## src/rtl/gpio_bank.sv

```systemverilog
// Parameterised GPIO bank: per-port OUT/DIR registers with SET/CLR/TGL
// aliases, 2-flop input synchronizers, edge-detect interrupts with
// write-1-to-clear pending bits, and a registered read-data path.
module gpio_bank #(
  parameter int unsigned WIDTH = 28,
  parameter int unsigned PORTS = 2,
  parameter logic [15:0] BASE  = 16'h0000
) (
  input  logic                   clk,
  input  logic                   resetq,
  input  logic                   io_rd,
  input  logic                   io_wr,
  input  logic [15:0]            io_addr,
  input  logic [31:0]            io_wdata,
  output logic [31:0]            io_rdata,
  output logic [PORTS*WIDTH-1:0] pin_o,
  output logic [PORTS*WIDTH-1:0] pin_oe,
  input  logic [PORTS*WIDTH-1:0] pin_i,
  output logic                   irq
);

  localparam int unsigned N = PORTS * WIDTH;

  localparam logic [5:0] OFF_OUT  = 6'h00;
  localparam logic [5:0] OFF_DIR  = 6'h04;
  localparam logic [5:0] OFF_IN   = 6'h08;
  localparam logic [5:0] OFF_SET  = 6'h0C;
  localparam logic [5:0] OFF_CLR  = 6'h10;
  localparam logic [5:0] OFF_TGL  = 6'h14;
  localparam logic [5:0] OFF_RISE = 6'h18;
  localparam logic [5:0] OFF_FALL = 6'h1C;
  localparam logic [5:0] OFF_PEND = 6'h20;

  // All ports are packed side by side: port p lives at [p*WIDTH +: WIDTH].
  logic [N-1:0] out_q,  out_d;
  logic [N-1:0] dir_q,  dir_d;
  logic [N-1:0] ren_q,  ren_d;
  logic [N-1:0] fen_q,  fen_d;
  logic [N-1:0] pend_q, pend_d;
  logic [N-1:0] s1_q, s2_q, prev_q;
  logic [31:0]  rdata_q, rdata_d;
  logic         irq_q;

  logic [15:0]      rel_addr;
  logic [9:0]       win;
  logic [5:0]       off;
  logic             hit;
  logic [WIDTH-1:0] wd;
  logic [N-1:0]     edge_set;
  logic             unused_wdata;

  // Window-relative address: addresses below BASE wrap high and miss.
  assign rel_addr     = io_addr - BASE;
  assign win          = rel_addr[15:6];
  assign off          = rel_addr[5:0];
  assign hit          = (win < 10'(PORTS));
  assign wd           = io_wdata[WIDTH-1:0];
  assign unused_wdata = ^io_wdata;

  // Qualified edges seen this cycle, from the synchronized pin and its history.
  assign edge_set = ((s2_q & ~prev_q) & ren_q) | ((~s2_q & prev_q) & fen_q);

  // Bus decode: next-state of every software register plus read data mux.
  always_comb begin
    // NOTE: every output of this block gets a default first so no latch is inferred.
    out_d   = out_q;
    dir_d   = dir_q;
    ren_d   = ren_q;
    fen_d   = fen_q;
    pend_d  = pend_q | edge_set;
    rdata_d = rdata_q;
    if (io_rd) rdata_d = '0;
    for (int p = 0; p < PORTS; p++) begin
      if (hit && (win == 10'(p))) begin
        if (io_wr) begin
          case (off)
            OFF_OUT:  out_d[p*WIDTH +: WIDTH] = wd;
            OFF_DIR:  dir_d[p*WIDTH +: WIDTH] = wd;
            OFF_SET:  out_d[p*WIDTH +: WIDTH] = out_q[p*WIDTH +: WIDTH] | wd;
            OFF_CLR:  out_d[p*WIDTH +: WIDTH] = out_q[p*WIDTH +: WIDTH] & ~wd;
            OFF_TGL:  out_d[p*WIDTH +: WIDTH] = out_q[p*WIDTH +: WIDTH] ^ wd;
            OFF_RISE: ren_d[p*WIDTH +: WIDTH] = wd;
            OFF_FALL: fen_d[p*WIDTH +: WIDTH] = wd;
            // A fresh edge overrides a simultaneous clear.
            OFF_PEND: pend_d[p*WIDTH +: WIDTH] = (pend_q[p*WIDTH +: WIDTH] & ~wd)
                                                | edge_set[p*WIDTH +: WIDTH];
            default: ;
          endcase
        end
        // Reads always see the pre-write register values.
        if (io_rd) begin
          case (off)
            OFF_OUT:  rdata_d = 32'(out_q[p*WIDTH +: WIDTH]);
            OFF_DIR:  rdata_d = 32'(dir_q[p*WIDTH +: WIDTH]);
            OFF_IN:   rdata_d = 32'(s2_q[p*WIDTH +: WIDTH]);
            OFF_RISE: rdata_d = 32'(ren_q[p*WIDTH +: WIDTH]);
            OFF_FALL: rdata_d = 32'(fen_q[p*WIDTH +: WIDTH]);
            OFF_PEND: rdata_d = 32'(pend_q[p*WIDTH +: WIDTH]);
            default:  rdata_d = '0;
          endcase
        end
      end
    end
  end

  // State update, synchronizer chain and registered interrupt.
  always_ff @(posedge clk) begin
    // NOTE: reset is synchronous, so it is tested inside the clocked block only.
    if (!resetq) begin
      out_q   <= '0;
      dir_q   <= '0;
      ren_q   <= '0;
      fen_q   <= '0;
      pend_q  <= '0;
      s1_q    <= '0;
      s2_q    <= '0;
      prev_q  <= '0;
      rdata_q <= '0;
      irq_q   <= 1'b0;
    end else begin
      // NOTE: non-blocking assignments so every flop samples pre-edge values.
      out_q   <= out_d;
      dir_q   <= dir_d;
      ren_q   <= ren_d;
      fen_q   <= fen_d;
      pend_q  <= pend_d;
      s1_q    <= pin_i;
      s2_q    <= s1_q;
      prev_q  <= s2_q;
      rdata_q <= rdata_d;
      irq_q   <= |pend_q;
    end
  end

  assign pin_o    = out_q;
  assign pin_oe   = dir_q;
  assign io_rdata = rdata_q;
  assign irq      = irq_q;

endmodule

```

## config.mk

```make
export PLATFORM = sky130hd
export DESIGN_NAME = gpio_bank
export DESIGN_NICKNAME = d
export VERILOG_FILES = /design/src/rtl/gpio_bank.sv
export SDC_FILE = /design/constraint.sdc
export NUM_CORES = 1
export LEC_CHECK = 0
export BUFFER_PORTS_ARGS = -buffer_cell sky130_fd_sc_hd__buf_4
export CORE_AREA = 2 2 218 220
export CTS_CLUSTER_DIAMETER = 150
export DETAILED_ROUTE_END_ITERATION = 7
export DIE_AREA = 0 0 220 222
export GPL_ROUTABILITY_DRIVEN = 0
export HOLD_SLACK_MARGIN = 0.03
export PLACE_DENSITY = 0.67
export SKIP_LAST_GASP = 1
export SYNTH_ARGS = -nofsm -noshare
export SYNTH_HDL_FRONTEND = slang
export SYNTH_SLANG_ARGS = --single-unit
```

## constraint.sdc

```tcl
create_clock -name clk -period 7.2 [get_ports clk]
set_input_delay 1.44 -clock clk [delete_from_list [all_inputs] [get_ports clk]]
set_output_delay 1.44 -clock clk [all_outputs]
set_load 0.005 [all_outputs]
```

==> results.yml <==
outcome:
  status: "finished with violations"
  violations: "design-rule violations"
synthesis:
  synth-simple-area-share: 0.179
  yosysWarnings: 0
  ys_seq_area_frac: 0.436
  muxShareOfSynthArea: 0.0578
  async_reset_ff_frac: 0
  synth_area_leaders: "dfxtp_1 44%, nand2_1 7.8%, ha_1 6.3%"
  yosys.area_share.xor_xnor: 0
  synth_top_area_share: 0.436
  ys_ff_latch: 481
  synth_compound_area_frac: 0.210
  synth_top_family_by_area: "compound AO/OA/AOI/OAI gates"
  yosys_most_used_dff: "dfxtp_1"
  synthesis.nets: 2739
  yosys.area.top_type: "dfxtp_1"
  synth.distinct_cells: 56
  synth-edff-count: 0
  netlist_area_sq_um: 22100
  syn_inst: 2519
  avgSynthCellArea_sq_um: 8.77
  synth_fa_ha_area_frac: 0.0635
routing:
  wl_per_cell_microns: 24.8
  ant_nets: 0
  dr.first_iter.drc_count: 2673
  drc: 2
  finalWirelength_microns: 81500
  viasPerCell: 6.17
  dr.pass1.iters: 8
  vias: 20300
clock_network:
  clock_sinks: 481
  clk_pin_slew_worst_paths_ns: 0.06
  clock_path_buffers: 3
  cts_root_buf: "clkbuf_16"
  cts_htree_levels: 2
  cts_tree: "done"
  insertion_delay_ns: 0.61
  cts_setup_buffers: 0
  cts_hold_buf: 0
  cts_buffers: 51
  cts_resized: 0
timing:
  worst_pin_slew_ns: 0.977
  fin_setup_tns_ns: 0
  setup_slack_ns: 3.11
  relSlewSlack: 0.347
  rsz0062_at_grt: "false"
  fin_crit_ns: 4.09
  report.final.slew_viol_count: 0
  setup_viol: 0
  fin_worst_skew_ns: 0.0170
  fmax_ghz: 0.245
  finalHoldViolCount: 0
  min_period_over_period: 0.568
pwr:
  p_leak_nw: 9.60
  switchingPower_mw: 1.35
  p_seq_frac: 0.480
  combinationalPowerShare: 0.060
  switching_share: 0.237
  clockPowerShare: 0.460
  peakVddDrop_mv: 0.166
  internal_power_mw: 4.33
  power_density_nw_per_um2: 219
setup_path:
  crit_arrival_ns: 4.55
  rrSetupSlack_ns: 4.77
  startpoint_type: "input pin"
  end_kind: "register"
  required_ns: 7.66
  crit_fanout: 31
  worstSetupPathType: "in2reg"
floorplan:
  die-area_sq_um: 48800
  start_util: 0.477
  dieHeight_microns: 222
  coreArea_sq_um: 46300
  num_io_pins: 253
  rows: 79
  die-width_microns: 220
cells_and_area:
  num-fill-cells: 4172
  layout_common_cells: "481 x dfxtp_1, 456 x nand2_1, 280 x buf_4"
  final_nets: 2860
  final_common_cell: "dfxtp_1"
  syn2layout_area_growth_pct: 17.1
  drive_gt1_frac: 0.152
job:
  cap_violations: 0
placed_design:
  dp_slack_ns: 2.67
  io_buffer_count: 248
  dp_hpwl_microns: 53800
global_routing:
  grt_pass1_wl_microns: 119000
  track_usage: 0.321
  grt-ovfl-total: 0
  antenna_found_initial: 8
  grt_pass1_vias: 19200
  grt_max_degree: 124
min_path:
  hold_class: "reg2reg"
## flip-flops by register name (all words and copies together) (netlist names), named ones only
register / count
fen_q: 56
io_rdata: 4
irq: 1
pend_q: 56
pin_o: 56
pin_oe: 56
prev_q: 56
ren_q: 56
s1_q: 56
s2_q: 56
## stage by stage
stage	area, sq um	utilization	total power [mW]	hold WS, ns	std cells
floorplan	22100	-	2.96	0.412	2519
global placement	24200	0.523	3.10	0.420	3194
detailed placement	24200	0.523	3.11	0.418	3194
CTS	25800	0.559	5.69	0.431	3286
global route	25900	0.559	5.83	0.445	3290
finish	25900	0.559	5.67	0.430	3291
## path summary, 6_finish.rpt
| kind | from | end | cells past startpoint |
|---|---|---|---|
| worst max-delay path | io_addr[3] | fen_q[48]$_SDFFE_PN0P_ | 7 |
| worst min-delay path | s1_q[8]$_SDFF_PN0_ | s2_q[8]$_SDFF_PN0_ | 1 |
| worst max register to register | pend_q[41]$_SDFF_PN0_ | irq$_SDFF_PN0_ | 4 |
| worst min register to register | s1_q[8]$_SDFF_PN0_ | s2_q[8]$_SDFF_PN0_ | 1 |
## synthesized netlist by cell type (4+ instances only)
master	count
dfxtp_1	481
nand2_1	458
a21oi_1	213
and2_1	177
clkbuf_1	161
mux2i_1	114
ha_1	112
inv_1	87
nand3b_1	83
o21ai_0	76
a211oi_1	68
o22ai_1	56
nor2_1	43
a31oi_1	30
o21a_1	29
a21boi_0	28
a222oi_1	27
a22o_1	26
buf_2	25
a221oi_1	22
buf_1	22
o2bb2ai_1	22
a211oi_2	21
a22oi_1	17
nor4_1	17
a41oi_1	13
mux2_2	12
o211ai_1	8
o32a_1	8
nand4_1	7
nand3_1	6
nor2b_1	5
nor3_1	5
o31ai_1	4
## critical path: stages
cell and delay [ns]:
buf_4 0.33, buf_4 0.51, and2_1 0.43, and2_1 0.59, nand3_2 0.83, nand2_1 0.29
a21oi_1 0.08
## kinds of logic after synthesis
group | Yosys count
AOI/OAI and AO/OA | 686
adders and majority gates | 112
buffers and inverters | 300
DFF | 481
muxes | 126
and+or+nand+nor | 814
## power by group through the flow
stage	combinational, mW	sequential [mW]	clock [mW]
6_report	0.338	2.72	2.61
5_1_grt	0.353	2.73	2.75
4_1_cts	0.330	2.72	2.64
3_5_place_dp	0.329	2.78	0
3_3_place_gp	0.320	2.78	0
2_1_floorplan	0.192	2.77	0
## area by class of cell
class,count,area [sq um],share of cell area
tap,607,759,0.0294
antenna,5,12.5,0.000484
clock buffer,81,1520,0.0588
timing repair buffer,281,2110,0.0817
inverter,87,339,0.0131
clock inverter,11,124,0.00479
multi-input combinational,1738,11400,0.439
sequential,481,9630,0.372
## routing by layer
layer,routed length (microns),track usage
met2,34700,0.468
met1,32200,0.426
met5,0,0
met3,9120,0.0804
met4,5410,0.195
No activity file was read; power rests on OpenSTA's default activity.
